File: src/rtl/switch_debouncer_if.sv
// rtl/switch_debouncer_if.sv - switch debouncer signal bundle
// The board/switch side is the master; the debouncer is the slave.
interface switch_debouncer_if #(
  parameter int WIDTH = 8
);
  logic [WIDTH-1:0] SwitchIn;
  logic [WIDTH-1:0] SwitchOut;
  logic [WIDTH-1:0] SwitchRise;
  logic [WIDTH-1:0] SwitchFall;
  logic             Changed;

  modport master (
    output SwitchIn,
    input  SwitchOut,
    input  SwitchRise,
    input  SwitchFall,
    input  Changed
  );

  modport slave (
    input  SwitchIn,
    output SwitchOut,
    output SwitchRise,
    output SwitchFall,
    output Changed
  );
endinterface

File: src/rtl/switch_debouncer.sv
// rtl/switch_debouncer.sv - per-bit synchronise, debounce and edge-strobe of slide switches
// Runs on the core clock; every output is registered.
module switch_debouncer #(
  parameter int WIDTH           = 8,
  parameter int DEBOUNCE_CYCLES = 50000,
  parameter int CNT_WIDTH       = 16
) (
  input  logic              Clk,
  input  logic              Rst,
  switch_debouncer_if.slave sw
);

  // Terminal count; CNT_WIDTH must be wide enough to hold DEBOUNCE_CYCLES-1.
  localparam logic [CNT_WIDTH-1:0] CNT_MAX = CNT_WIDTH'(DEBOUNCE_CYCLES - 1);

  logic [WIDTH-1:0]     sync1;
  logic [WIDTH-1:0]     sync2;
  logic [CNT_WIDTH-1:0] cnt [WIDTH];
  logic [WIDTH-1:0]     out_q;
  logic [WIDTH-1:0]     rise_q;
  logic [WIDTH-1:0]     fall_q;
  logic                 changed_q;
  logic [WIDTH-1:0]     accept;

  // A bit is accepted on the edge where it still differs and the count has reached its limit.
  always_comb begin
    accept = '0;
    for (int i = 0; i < WIDTH; i++) begin
      accept[i] = (sync2[i] != out_q[i]) && (cnt[i] == CNT_MAX);
    end
  end

  always_ff @(posedge Clk or posedge Rst) begin
    if (Rst) begin
      sync1     <= '0;
      sync2     <= '0;
      out_q     <= '0;
      rise_q    <= '0;
      fall_q    <= '0;
      changed_q <= 1'b0;
      for (int i = 0; i < WIDTH; i++) begin
        cnt[i] <= '0;
      end
    end else begin
      sync1 <= sw.SwitchIn;
      sync2 <= sync1;
      for (int i = 0; i < WIDTH; i++) begin
        if (sync2[i] == out_q[i] || accept[i]) begin
          cnt[i] <= '0;
        end else begin
          cnt[i] <= cnt[i] + CNT_WIDTH'(1);
        end
      end
      out_q     <= out_q ^ accept;
      rise_q    <= accept & sync2;
      fall_q    <= accept & ~sync2;
      changed_q <= |accept;
    end
  end

  assign sw.SwitchOut  = out_q;
  assign sw.SwitchRise = rise_q;
  assign sw.SwitchFall = fall_q;
  assign sw.Changed    = changed_q;

endmodule
File: src/flat_wrapper.sv
// flat-port wrapper written by rule: the top's interface ports become plain ports
module switch_debouncer_flat 
#(
  parameter int WIDTH           = 8,
  parameter int DEBOUNCE_CYCLES = 50000,
  parameter int CNT_WIDTH       = 16
)
  (Clk, Rst, sw_SwitchIn, sw_SwitchOut, sw_SwitchRise, sw_SwitchFall, sw_Changed);
  switch_debouncer_if #(.WIDTH(WIDTH)) sw_i ();
  input  logic Clk;
  input  logic Rst;
  input wire logic [$bits(sw_i.SwitchIn)-1:0] sw_SwitchIn;
  output wire logic [$bits(sw_i.SwitchOut)-1:0] sw_SwitchOut;
  output wire logic [$bits(sw_i.SwitchRise)-1:0] sw_SwitchRise;
  output wire logic [$bits(sw_i.SwitchFall)-1:0] sw_SwitchFall;
  output wire logic [$bits(sw_i.Changed)-1:0] sw_Changed;
  assign sw_i.SwitchIn = sw_SwitchIn;
  assign sw_SwitchOut = sw_i.SwitchOut;
  assign sw_SwitchRise = sw_i.SwitchRise;
  assign sw_SwitchFall = sw_i.SwitchFall;
  assign sw_Changed = sw_i.Changed;
  switch_debouncer #(.WIDTH(WIDTH), .DEBOUNCE_CYCLES(DEBOUNCE_CYCLES), .CNT_WIDTH(CNT_WIDTH)) u_core (.Clk(Clk), .Rst(Rst), .sw(sw_i));
endmodule
File: config.mk
export PLATFORM = sky130hd
export DESIGN_NAME = switch_debouncer_flat
export DESIGN_NICKNAME = d
export VERILOG_FILES = /design/src/rtl/switch_debouncer_if.sv /design/src/rtl/switch_debouncer.sv /design/src/flat_wrapper.sv
export SDC_FILE = /design/constraint.sdc
export NUM_CORES = 1
export LEC_CHECK = 0
export CAP_MARGIN = 20
export CORE_AREA = 4 4 118 120
export CTS_CLUSTER_DIAMETER = 120
export CTS_CLUSTER_SIZE = 25
export DETAILED_ROUTE_END_ITERATION = 8
export DIE_AREA = 0 0 122 124
export GPL_ROUTABILITY_DRIVEN = 0
export PLACE_DENSITY = 0.79
export SETUP_SLACK_MARGIN = 0.15
export SLEW_MARGIN = 20
export SYNTH_ARGS = -nofsm -noshare
export SYNTH_HDL_FRONTEND = slang
export SYNTH_SLANG_ARGS = --single-unit
File: constraint.sdc
create_clock -name Clk -period 7.3 [get_ports Clk]
set_input_delay 1.825 -clock Clk [delete_from_list [all_inputs] [get_ports Clk]]
set_output_delay 1.825 -clock Clk [all_outputs]
set_load 0.02 [all_outputs]
==> flow_summary.json, run 1 <==
{
  "status": "finished clean",
  "ctsResizeCount": 0,
  "finalSetupViolCount": 0,
  "start_util_pct": 59.0,
  "synth_nets": 737,
  "yosysSeqAreaShare_pct": 55.2,
  "cts_setup_buffers": 0,
  "grt_pass1_vias": 5378,
  "synthCells": 719,
  "cts_root_buf": "clkbuf_16",
  "dp_hpwl_um": 9690,
  "end_kind": "primary output",
  "slowest_delay_ns": 0.65,
  "die_h_um": 124,
  "grt_max_degree": 119,
  "cts_buffer_depth": 2,
  "area_growth_pct": 14.8,
  "finalCritPeriodShare_pct": 45.9,
  "cap_violations": 0,
  "reg2reg_slack_ns": 5.30,
  "syn_area_per_cell_um2": 10.7,
  "synth_area_leaders": "dfrtp_1 (55%), xnor2_1 (6.7%), nor2_1 (5.2%)",
  "worstMarginPinSlew_ns": 0.777,
  "cp_num_cells": 1,
  "grt_antenna_before_repair": 0,
  "cp_max_fo": 6,
  "fp.dieW_um": 122,
  "drcViolationCount": 0,
  "track_usage_pct": 21.0,
  "fmax_ghz": 0.298,
  "p_per_area_mw_per_mm2": 224,
  "numCtsBuffers": 17,
  "drt-pass1-iter-count": 7,
  "dieArea_mm2": 0.0151,
  "ys_types": 36,
  "viasPerCell": 5.83,
  "startpoint_type": "flop",
  "drt_iter0_drc": 511,
  "async_flop_share_pct": 100,
  "rsz0062_at_grt": "false",
  "critical_path.top_delay_family": "buffers and inverters",
  "cts_tree": "done",
  "totalWireLength_um": 14600,
  "crit_end": "sw_SwitchOut[3]",
  "ff2ff_path_depth": 5,
  "ys_warn_count": 0,
  "yosys_most_used_dff": "dfrtp_1",
  "final_nets": 775,
  "num_rows": 42,
  "syn-cell-area_mm2": 0.00766,
  "critPathArrivalTime_ns": 1.53,
  "vias": 5508,
  "crit_required_ns": 5.48,
  "drive_above_1_share_pct": 5.85,
  "netlist.area_leader.share_pct": 55.2,
  "cp_cell_sequence": "clkdlybuf4s50_1",
  "routedWlPerCell_um": 15.4,
  "hold_violations": 0,
  "yosysMostFrequentCell": "dfrtp_1",
  "core_area_mm2": 0.0130,
  "crit_slowest_cell": "clkdlybuf4s50_1",
  "ys_seq_elements": 169,
  "yosys-top-cells-count": "dfrtp_1 (169), nor2_1 (106), xnor2_1 (59)",
  "io_buffers": 34,
  "crit_type": "reg2out",
  "dpl_cell_area_mm2": 0.00816,
  "tns_ns": 0,
  "slew_headroom_pct": 48.2,
  "finalCriticalPeriod_ns": 3.35,
  "gr-total-overflow": 0,
  "antennaDiodeCount": 0,
  "min_path_type": "reg2reg",
  "reg2reg_to": "u_core.sw.Changed",
  "drt.antenna.violating_nets": 0,
  "final_area_mm2": 0.00879,
  "maxSlewViolCount": 0,
  "synth_edf_count": 0,
  "fin_skew_ns": 0.00605,
  "cts.sinks": 169,
  "grt_pass1_wl_um": 25000,
  "htreeDepth": 4,
  "crit_buf_inv": 1,
  "reg2reg_from": "u_core.cnt[64]",
  "irDropWorstVdd_v": 0.000190,
  "path_clk_slew_ns": 0.06,
  "p_leak_nw": 3.63,
  "num_io_pins": 35,
  "clk-insertion-delay-late_ns": 0.42,
  "yosysTopAreaCell": "dfrtp_1",
  "cts_hold_buffers": 0
}
## how the worst min path moves through the flow
stage                               start  slack (ns)  cells after the start         endpoint
after floorplan           u_core.sync1[0]        0.33                      0  u_core.sync2[0]
after global placement    u_core.sync1[0]        0.33                      0  u_core.sync2[0]
after detailed placement  u_core.sync1[1]        0.34                      0  u_core.sync2[1]
after CTS                 u_core.sync1[1]        0.35                      0  u_core.sync2[1]
after global routing      u_core.sync1[2]        0.37                      0  u_core.sync2[2]
final                     u_core.sync1[1]        0.35                      0  u_core.sync2[1]
## layer usage
metal / part of all wire, % / wire length [um] / GRT usage (%)
met1: 45 / 6550 / 27.2
met2: 49 / 7090 / 33.7
met3: 3.7 / 533 / 5.13
met4: 2.7 / 389 / 9.73
met5: 0 / 0 / 0
## power breakdown
part            total, W  switching (W)  internal, W  leakage [nW]
combinational  0.0000591      0.0000403    0.0000188          1.03
clock           0.000943       0.000354     0.000589         0.302
sequential      0.000966      0.0000144     0.000952          2.30
## metrics by stage
stage	std cells	hold slack, ns	setup slack [ns]	power [W]	utilization, %
floorplan	719	0.331	0.900	0.00102	-
global placement	914	0.334	3.53	0.00104	62.9
detailed placement	914	0.337	3.48	0.00104	62.9
CTS	945	0.351	3.93	0.00198	67.7
global route	945	0.374	3.89	0.00204	67.8
finish	945	0.353	3.95	0.00197	67.8
## cells in the final DEF (no fill, tap or decap), types with 2 or more instances in the layout
cell type        netlist  final
xnor2_1               59     59
nor3b_1               17     17
and2_1                 6      6
or3_1                 14     14
o22ai_1                4      4
clkinvlp_4             0      2
and3_1                21     21
inv_1                 13     12
o21ai_0               15     15
nand4_1               39     39
o31ai_1                7      7
xor2_1                44     44
a21oi_1               23     23
and4_1                11     11
or4_1                  8      8
mux2_2                 8      8
nand2_1               39     39
nor4bb_1              13     13
clkinv_2               0      2
a41o_1                 2      2
nor2_1               106    106
nor4b_1                8      8
nor4_1                15     15
dfrtp_1              169    169
clkdlybuf4s50_1        0     34
nand3_1               34     34
or4b_1                 2      2
nor3_1                11     11
ha_1                   8      8
clkbuf_16              0     17
clkbuf_8               0      2
bufinv_16              0      4
clkinv_4               0      3
## sequential cells by signal, summed over array words and instances, names as in the netlist, named ones only
name                  flops
u_core.sw.SwitchFall      8
u_core.sw.Changed         1
u_core.sync2              8
u_core.cnt              128
u_core.sw.SwitchRise      8
u_core.sync1              8
## kinds of logic after synthesis
kind of cell               Yosys count  share of synthesized area, %
and+or+nand+nor                    350                          25.1
DFF                                169                          55.2
xor gates and xnor gates           103                          11.8
AOI/OAI and AO/OA                   52                          3.87
buffers and inverters               29                          1.52
muxes                                8                          1.18
adders and majority gates            8                          1.31
## final cells by class
class / count / area [um^2]
flip-flops and latches: 169 / 4230
fillers: 958 / 4190
multi-input cells: 521 / 3310
clock buffers: 20 / 457
repair buffers: 35 / 348
well taps: 176 / 220
clock inverters: 11 / 171
inverters: 13 / 56.3
## worst register-to-register path: cells and delay by family, from the launching register on
family          cells  cell delay, ns
simple gates        3            1.03
flops               1            0.39
fa+ha+maj           1            0.29
compound gates      1            0.14
Note: power is estimated with default switching activity, not from simulation.
==> run 2: changes to the inputs <==
--- a/config.mk
+++ b/config.mk
@@ -6,13 +6,13 @@
 export NUM_CORES = 1
 export LEC_CHECK = 0
 export CAP_MARGIN = 20
-export CORE_AREA = 4 4 118 120
+export CORE_AREA = 4 4 125 127
 export CTS_CLUSTER_DIAMETER = 120
 export CTS_CLUSTER_SIZE = 25
 export DETAILED_ROUTE_END_ITERATION = 8
-export DIE_AREA = 0 0 122 124
+export DIE_AREA = 0 0 129 131
 export GPL_ROUTABILITY_DRIVEN = 0
-export PLACE_DENSITY = 0.79
+export PLACE_DENSITY = 0.74
 export SETUP_SLACK_MARGIN = 0.15
 export SLEW_MARGIN = 20
 export SYNTH_ARGS = -nofsm -noshare
==> constraint.sdc (replaced) <==
create_clock -name Clk -period 2.9 [get_ports Clk]
set_input_delay 0.725 -clock Clk [delete_from_list [all_inputs] [get_ports Clk]]
set_output_delay 0.725 -clock Clk [all_outputs]
set_load 0.02 [all_outputs]
==> flow_summary.json, run 2 (synthesis gave the netlist of run 1 again) <==
{
  "irDropWorstVdd_v": 0.000418,
  "fp.dieW_um": 129,
  "slowest_delay_ns": 0.65,
  "num_rows": 44,
  "maxSlewViolCount": 0,
  "numCtsBuffers": 17,
  "clk-insertion-delay-late_ns": 0.43,
  "grt_max_degree": 119,
  "largest-register": "u_core.cnt",
  "drt.antenna.violating_nets": 0,
  "cts_hold_buffers": 0,
  "fmax_ghz": 0.443,
  "min_path_type": "reg2reg",
  "crit_buf_inv": 1,
  "die_h_um": 131,
  "htreeDepth": 4,
  "routedWlPerCell_um": 15.0,
  "viasPerCell": 5.70,
  "finalCritPeriodShare_pct": 77.8,
  "drive_above_1_share_pct": 5.72,
  "p_per_area_mw_per_mm2": 540,
  "dp_hpwl_um": 9730,
  "crit_slowest_cell": "clkdlybuf4s50_1",
  "slew_headroom_pct": 58.4,
  "cts_setup_buffers": 0,
  "num_io_pins": 35,
  "cts_buffer_depth": 2,
  "final_nets": 776,
  "path_clk_slew_ns": 0.06,
  "fin_skew_ns": 0.00822,
  "grt_pass1_wl_um": 24500,
  "worstMarginPinSlew_ns": 0.624,
  "tns_ns": 0,
  "cts_tree": "done",
  "drt-pass1-iter-count": 5,
  "finalSetupViolCount": 0,
  "largest_reg_flops": 128,
  "final_cell_mix": "dfrtp_1 (169), nor2_1 (106), xnor2_1 (59)",
  "vias": 5430,
  "grt_pass1_vias": 5211,
  "critPathArrivalTime_ns": 1.53,
  "dieArea_mm2": 0.0169,
  "gr-total-overflow": 0,
  "crit_required_ns": 2.17,
  "drcViolationCount": 0,
  "track_usage_pct": 18.0,
  "cp_max_fo": 6,
  "cap_violations": 0,
  "start_util_pct": 53.1,
  "cts.sinks": 169,
  "hold_violations": 0,
  "cts_root_buf": "clkbuf_16",
  "status": "finished clean",
  "core_area_mm2": 0.0144,
  "place_inst": 923,
  "finalNonFillerCells": 953,
  "startpoint_type": "flop",
  "cp_cell_sequence": "clkdlybuf4s50_1",
  "grt_antenna_before_repair": 0,
  "antennaDiodeCount": 0,
  "final_common_cell": "dfrtp_1",
  "drt_iter0_drc": 362,
  "end_kind": "primary output",
  "io_buffers": 34,
  "area_growth_pct": 14.4,
  "totalWireLength_um": 14300,
  "rsz0062_at_grt": "false",
  "crit_type": "reg2out",
  "p_leak_nw": 3.60,
  "finalCriticalPeriod_ns": 2.26,
  "ctsResizeCount": 0,
  "critical_path.top_delay_family": "buffers and inverters"
}
[run 2: cell types whose count changed in the layout (fill, tap and decap cells not counted)]
cell | before | now
inv_8 | 1 | 0
buf_12 | 0 | 1
clkinv_4 | 3 | 0
clkinv_2 | 2 | 1
clkbuf_1 | 1 | 2
bufinv_16 | 4 | 1
clkbuf_8 | 2 | 5
clkinvlp_4 | 2 | 5
[run 2: final timing paths]
kind	from	end	slack, ns	cells after the start
max	flop	sw_SwitchOut[3]	0.64	1
min	u_core.sync1[2]	u_core.sync2[2]	0.35	0
max reg2reg	u_core.cnt[96]	u_core.sw.Changed	0.99	5
min reg2reg	u_core.sync1[2]	u_core.sync2[2]	0.35	0
max in group asynchronous	Rst	u_core.cnt[119]	1.60	3
min in group asynchronous	Rst	u_core.cnt[22]	0.81	3
[run 2: layout make-up]
| cell class | count | area, um^2 |
|---|---|---|
| sequential | 169 | 4230 |
| tap | 184 | 230 |
| clock inverter | 6 | 65.1 |
| clock buffer | 24 | 502 |
| fill | 1151 | 5660 |
| inverter | 13 | 52.6 |
| timing repair buffer | 36 | 368 |
| multi-input combinational | 521 | 3310 |
[run 2: power breakdown]
part	internal, W	total, W	switching [W]
Sequential	0.00240	0.00243	0.0000348
Clock	0.00128	0.00215	0.000868
Combinational	0.0000494	0.000148	0.0000989
Total	0.00373	0.00473	0.00100
[run 2: stage by stage]
step | hold WS [ns] | util (%) | setup slack (ns) | instance area, um^2 | power [W]
2_1_floorplan | 0.331 | - | 0.0203 | 7660 | 0.00258
3_3_place_gp | 0.332 | 56.8 | 1.06 | 8190 | 0.00262
3_5_place_dp | 0.337 | 56.8 | 0.996 | 8190 | 0.00263
4_1_cts | 0.347 | 60.7 | 0.629 | 8760 | 0.00478
5_1_grt | 0.352 | 60.7 | 0.579 | 8760 | 0.00491
6_report | 0.346 | 60.7 | 0.644 | 8760 | 0.00473
[run 2: metal layers]
| layer | wire [um] | up-vias | part of all wire, % | track usage, % |
|---|---|---|---|---|
| met5 | 0 | - | 0 | 0 |
| met1 | 6440 | 2681 | 45 | 22.9 |
| met2 | 7050 | 102 | 49 | 29.4 |
| li1 | - | 2624 | - | - |
| met4 | 296 | 0 | 2.1 | 8.28 |
| met3 | 493 | 23 | 3.5 | 4.19 |
==> run 3: changes to the inputs <==
--- a/config.mk
+++ b/config.mk
@@ -6,13 +6,13 @@
 export NUM_CORES = 1
 export LEC_CHECK = 0
 export CAP_MARGIN = 20
-export CORE_AREA = 4 4 125 127
+export CORE_AREA = 4 4 118 120
 export CTS_CLUSTER_DIAMETER = 120
 export CTS_CLUSTER_SIZE = 25
 export DETAILED_ROUTE_END_ITERATION = 8
-export DIE_AREA = 0 0 129 131
+export DIE_AREA = 0 0 122 124
 export GPL_ROUTABILITY_DRIVEN = 0
-export PLACE_DENSITY = 0.74
+export PLACE_DENSITY = 0.79
 export SETUP_SLACK_MARGIN = 0.15
 export SLEW_MARGIN = 20
 export SYNTH_ARGS = -nofsm -noshare
==> constraint.sdc (replaced) <==
create_clock -name Clk -period 2.08 [get_ports Clk]
set_input_delay 0.52 -clock Clk [delete_from_list [all_inputs] [get_ports Clk]]
set_output_delay 0.52 -clock Clk [all_outputs]
set_load 0.02 [all_outputs]
==> flow_summary.json, run 3 (synthesis gave the netlist of run 1 again) <==
{
  "num_io_pins": 35,
  "fin_skew_ns": 0.00630,
  "slew_headroom_pct": 64.8,
  "cts_root_buf": "clkbuf_16",
  "startpoint_type": "flop",
  "crit_slowest_cell": "clkdlybuf4s50_1",
  "regArea_mm2": 0.00423,
  "routedWlPerCell_um": 15.6,
  "critPathArrivalTime_ns": 1.35,
  "dp_hpwl_um": 9970,
  "drt.antenna.violating_nets": 0,
  "crit_buf_inv": 1,
  "finalNonFillerCells": 958,
  "grt_pass1_wl_um": 25800,
  "switching_power_w": 0.00151,
  "drcViolationCount": 0,
  "finalCriticalPeriod_ns": 1.87,
  "largest_reg_flops": 128,
  "final_area_mm2": 0.00889,
  "core_area_mm2": 0.0130,
  "finalSetupViolCount": 0,
  "cts_buffer_depth": 2,
  "power_w": 0.00681,
  "drt-pass1-iter-count": 5,
  "place_inst": 922,
  "final_cell_mix": "dfrtp_1 (169), nor2_1 (106), xnor2_1 (59)",
  "vias": 5561,
  "gr-total-overflow": 0,
  "cts_hold_buffers": 0,
  "combPwrFrac_pct": 3.3,
  "slowest_delay_ns": 0.61,
  "clk-insertion-delay-late_ns": 0.43,
  "critical_path.top_delay_family": "buffers and inverters",
  "maxSlewViolCount": 0,
  "irDropWorstVdd_v": 0.000641,
  "multiInputGateArea_mm2": 0.00333,
  "hold-worst-slack_ns": 0.349,
  "cp_max_fo": 1,
  "grt_pass1_vias": 5571,
  "track_usage_pct": 21.6,
  "viasPerCell": 5.80,
  "swShare_pct": 22.1,
  "grt_max_degree": 71,
  "crit_type": "reg2out",
  "cap_violations": 0,
  "rsz0062_at_grt": "true",
  "cp_cell_sequence": "clkdlybuf4s50_1",
  "grt_antenna_before_repair": 0,
  "start_util_pct": 59.0,
  "htreeDepth": 4,
  "worstMarginPinSlew_ns": 0.529,
  "dpl_cell_area_mm2": 0.00825,
  "path_clk_slew_ns": 0.06,
  "final_common_cell": "dfrtp_1",
  "tns_ns": 0,
  "fillers": 943,
  "drive_above_1_share_pct": 8.18,
  "hold_violations": 0,
  "antennaDiodeCount": 0,
  "min_path_type": "reg2reg",
  "final_nets": 787,
  "finalCritPeriodShare_pct": 90.0,
  "cts.sinks": 169,
  "p_per_area_mw_per_mm2": 766,
  "clkPwrFrac_pct": 47.0,
  "drt_iter0_drc": 565,
  "p_leak_nw": 3.82,
  "numCtsBuffers": 17,
  "dieArea_mm2": 0.0151,
  "totalWireLength_um": 15000,
  "num_rows": 42,
  "status": "finished clean",
  "fp.dieW_um": 122,
  "die_h_um": 124,
  "io_buffers": 34,
  "area_growth_pct": 16.1,
  "fmax_ghz": 0.534,
  "internal-power_w": 0.00531,
  "crit_required_ns": 1.56,
  "cts_tree": "done",
  "largest-register": "u_core.cnt",
  "end_kind": "primary output",
  "seq_power_share_pct": 49.8
}
run 3: cell count changes in the layout (fill, tap and decap cells not counted), moves of 3 or more:
cell | before | now
nand2_1 | 39 | 35
buf_4 | 1 | 11
clkinv_2 | 1 | 4
clkbuf_8 | 5 | 0
nand2_2 | 0 | 4
inv_6 | 0 | 3
dlymetal6s2s_1 | 0 | 5
dlygate4sd2_1 | 0 | 11
clkdlybuf4s50_1 | 34 | 18
run 3: power by group through the flow:
stage / Combinational, W / Clock (W) / Sequential, W
5_1_grt: 0.000258 / 0.00342 / 0.00340
6_report: 0.000223 / 0.00320 / 0.00339
3_3_place_gp: 0.000218 / 0 / 0.00344
4_1_cts: 0.000228 / 0.00326 / 0.00339
3_5_place_dp: 0.000223 / 0 / 0.00345
2_1_floorplan: 0.000153 / 0 / 0.00344
run 3: repair_timing:
action                     CTS  global route
pin swaps                    0             1
buffers inserted             0             4
setup endpoints to repair   11            71
gates resized for setup     11            10
run 3: path summary, 6_finish.rpt:
check / start / slack [ns] / to / cells after the start
setup / recovery: u_core.sw.SwitchRise[6] / 0.21 / sw_SwitchRise[6] / 1
hold / removal: u_core.sync1[6] / 0.35 / u_core.sync2[6] / 0
setup reg to reg: u_core.cnt[16] / 0.24 / u_core.cnt[28] / 5
hold reg to reg: u_core.sync1[6] / 0.35 / u_core.sync2[6] / 0
max in group asynchronous: Rst / 1.03 / async pin / 3
min in group asynchronous: Rst / 0.40 / u_core.sw.SwitchFall[5] / 2
run 3: cell type report:
class                   instances  share of cell area, %
flip-flops and latches        169                   47.6
multi-input cells             521                   37.4
repair buffers                 47                   5.19
clock buffers                  17                   4.78
well taps                     176                   2.48
clock inverters                15                   1.97
inverters                      13                  0.591
run 3: through the flow:
| step | worst slack (ns) | util, % |
|---|---|---|
| global route | 0.0603 | 68.5 |
| detailed placement | 0.225 | 63.5 |
| global placement | 0.258 | 63.5 |
| CTS | 0.155 | 68.1 |
| finish | 0.208 | 68.5 |
| floorplan | -0.595 | - |
run 3: routing by layer:
| layer | part of all wire (%) | track usage, % | vias to the layer above | wire length, um |
|---|---|---|---|---|
| met1 | 43 | 27.2 | 2726 | 6420 |
| met3 | 3.9 | 6.13 | 33 | 577 |
| met5 | 0 | 0 | - | 0 |
| li1 | - | - | 2652 | - |
| met4 | 2.1 | 7.98 | 0 | 307 |
| met2 | 51 | 35.9 | 150 | 7650 |
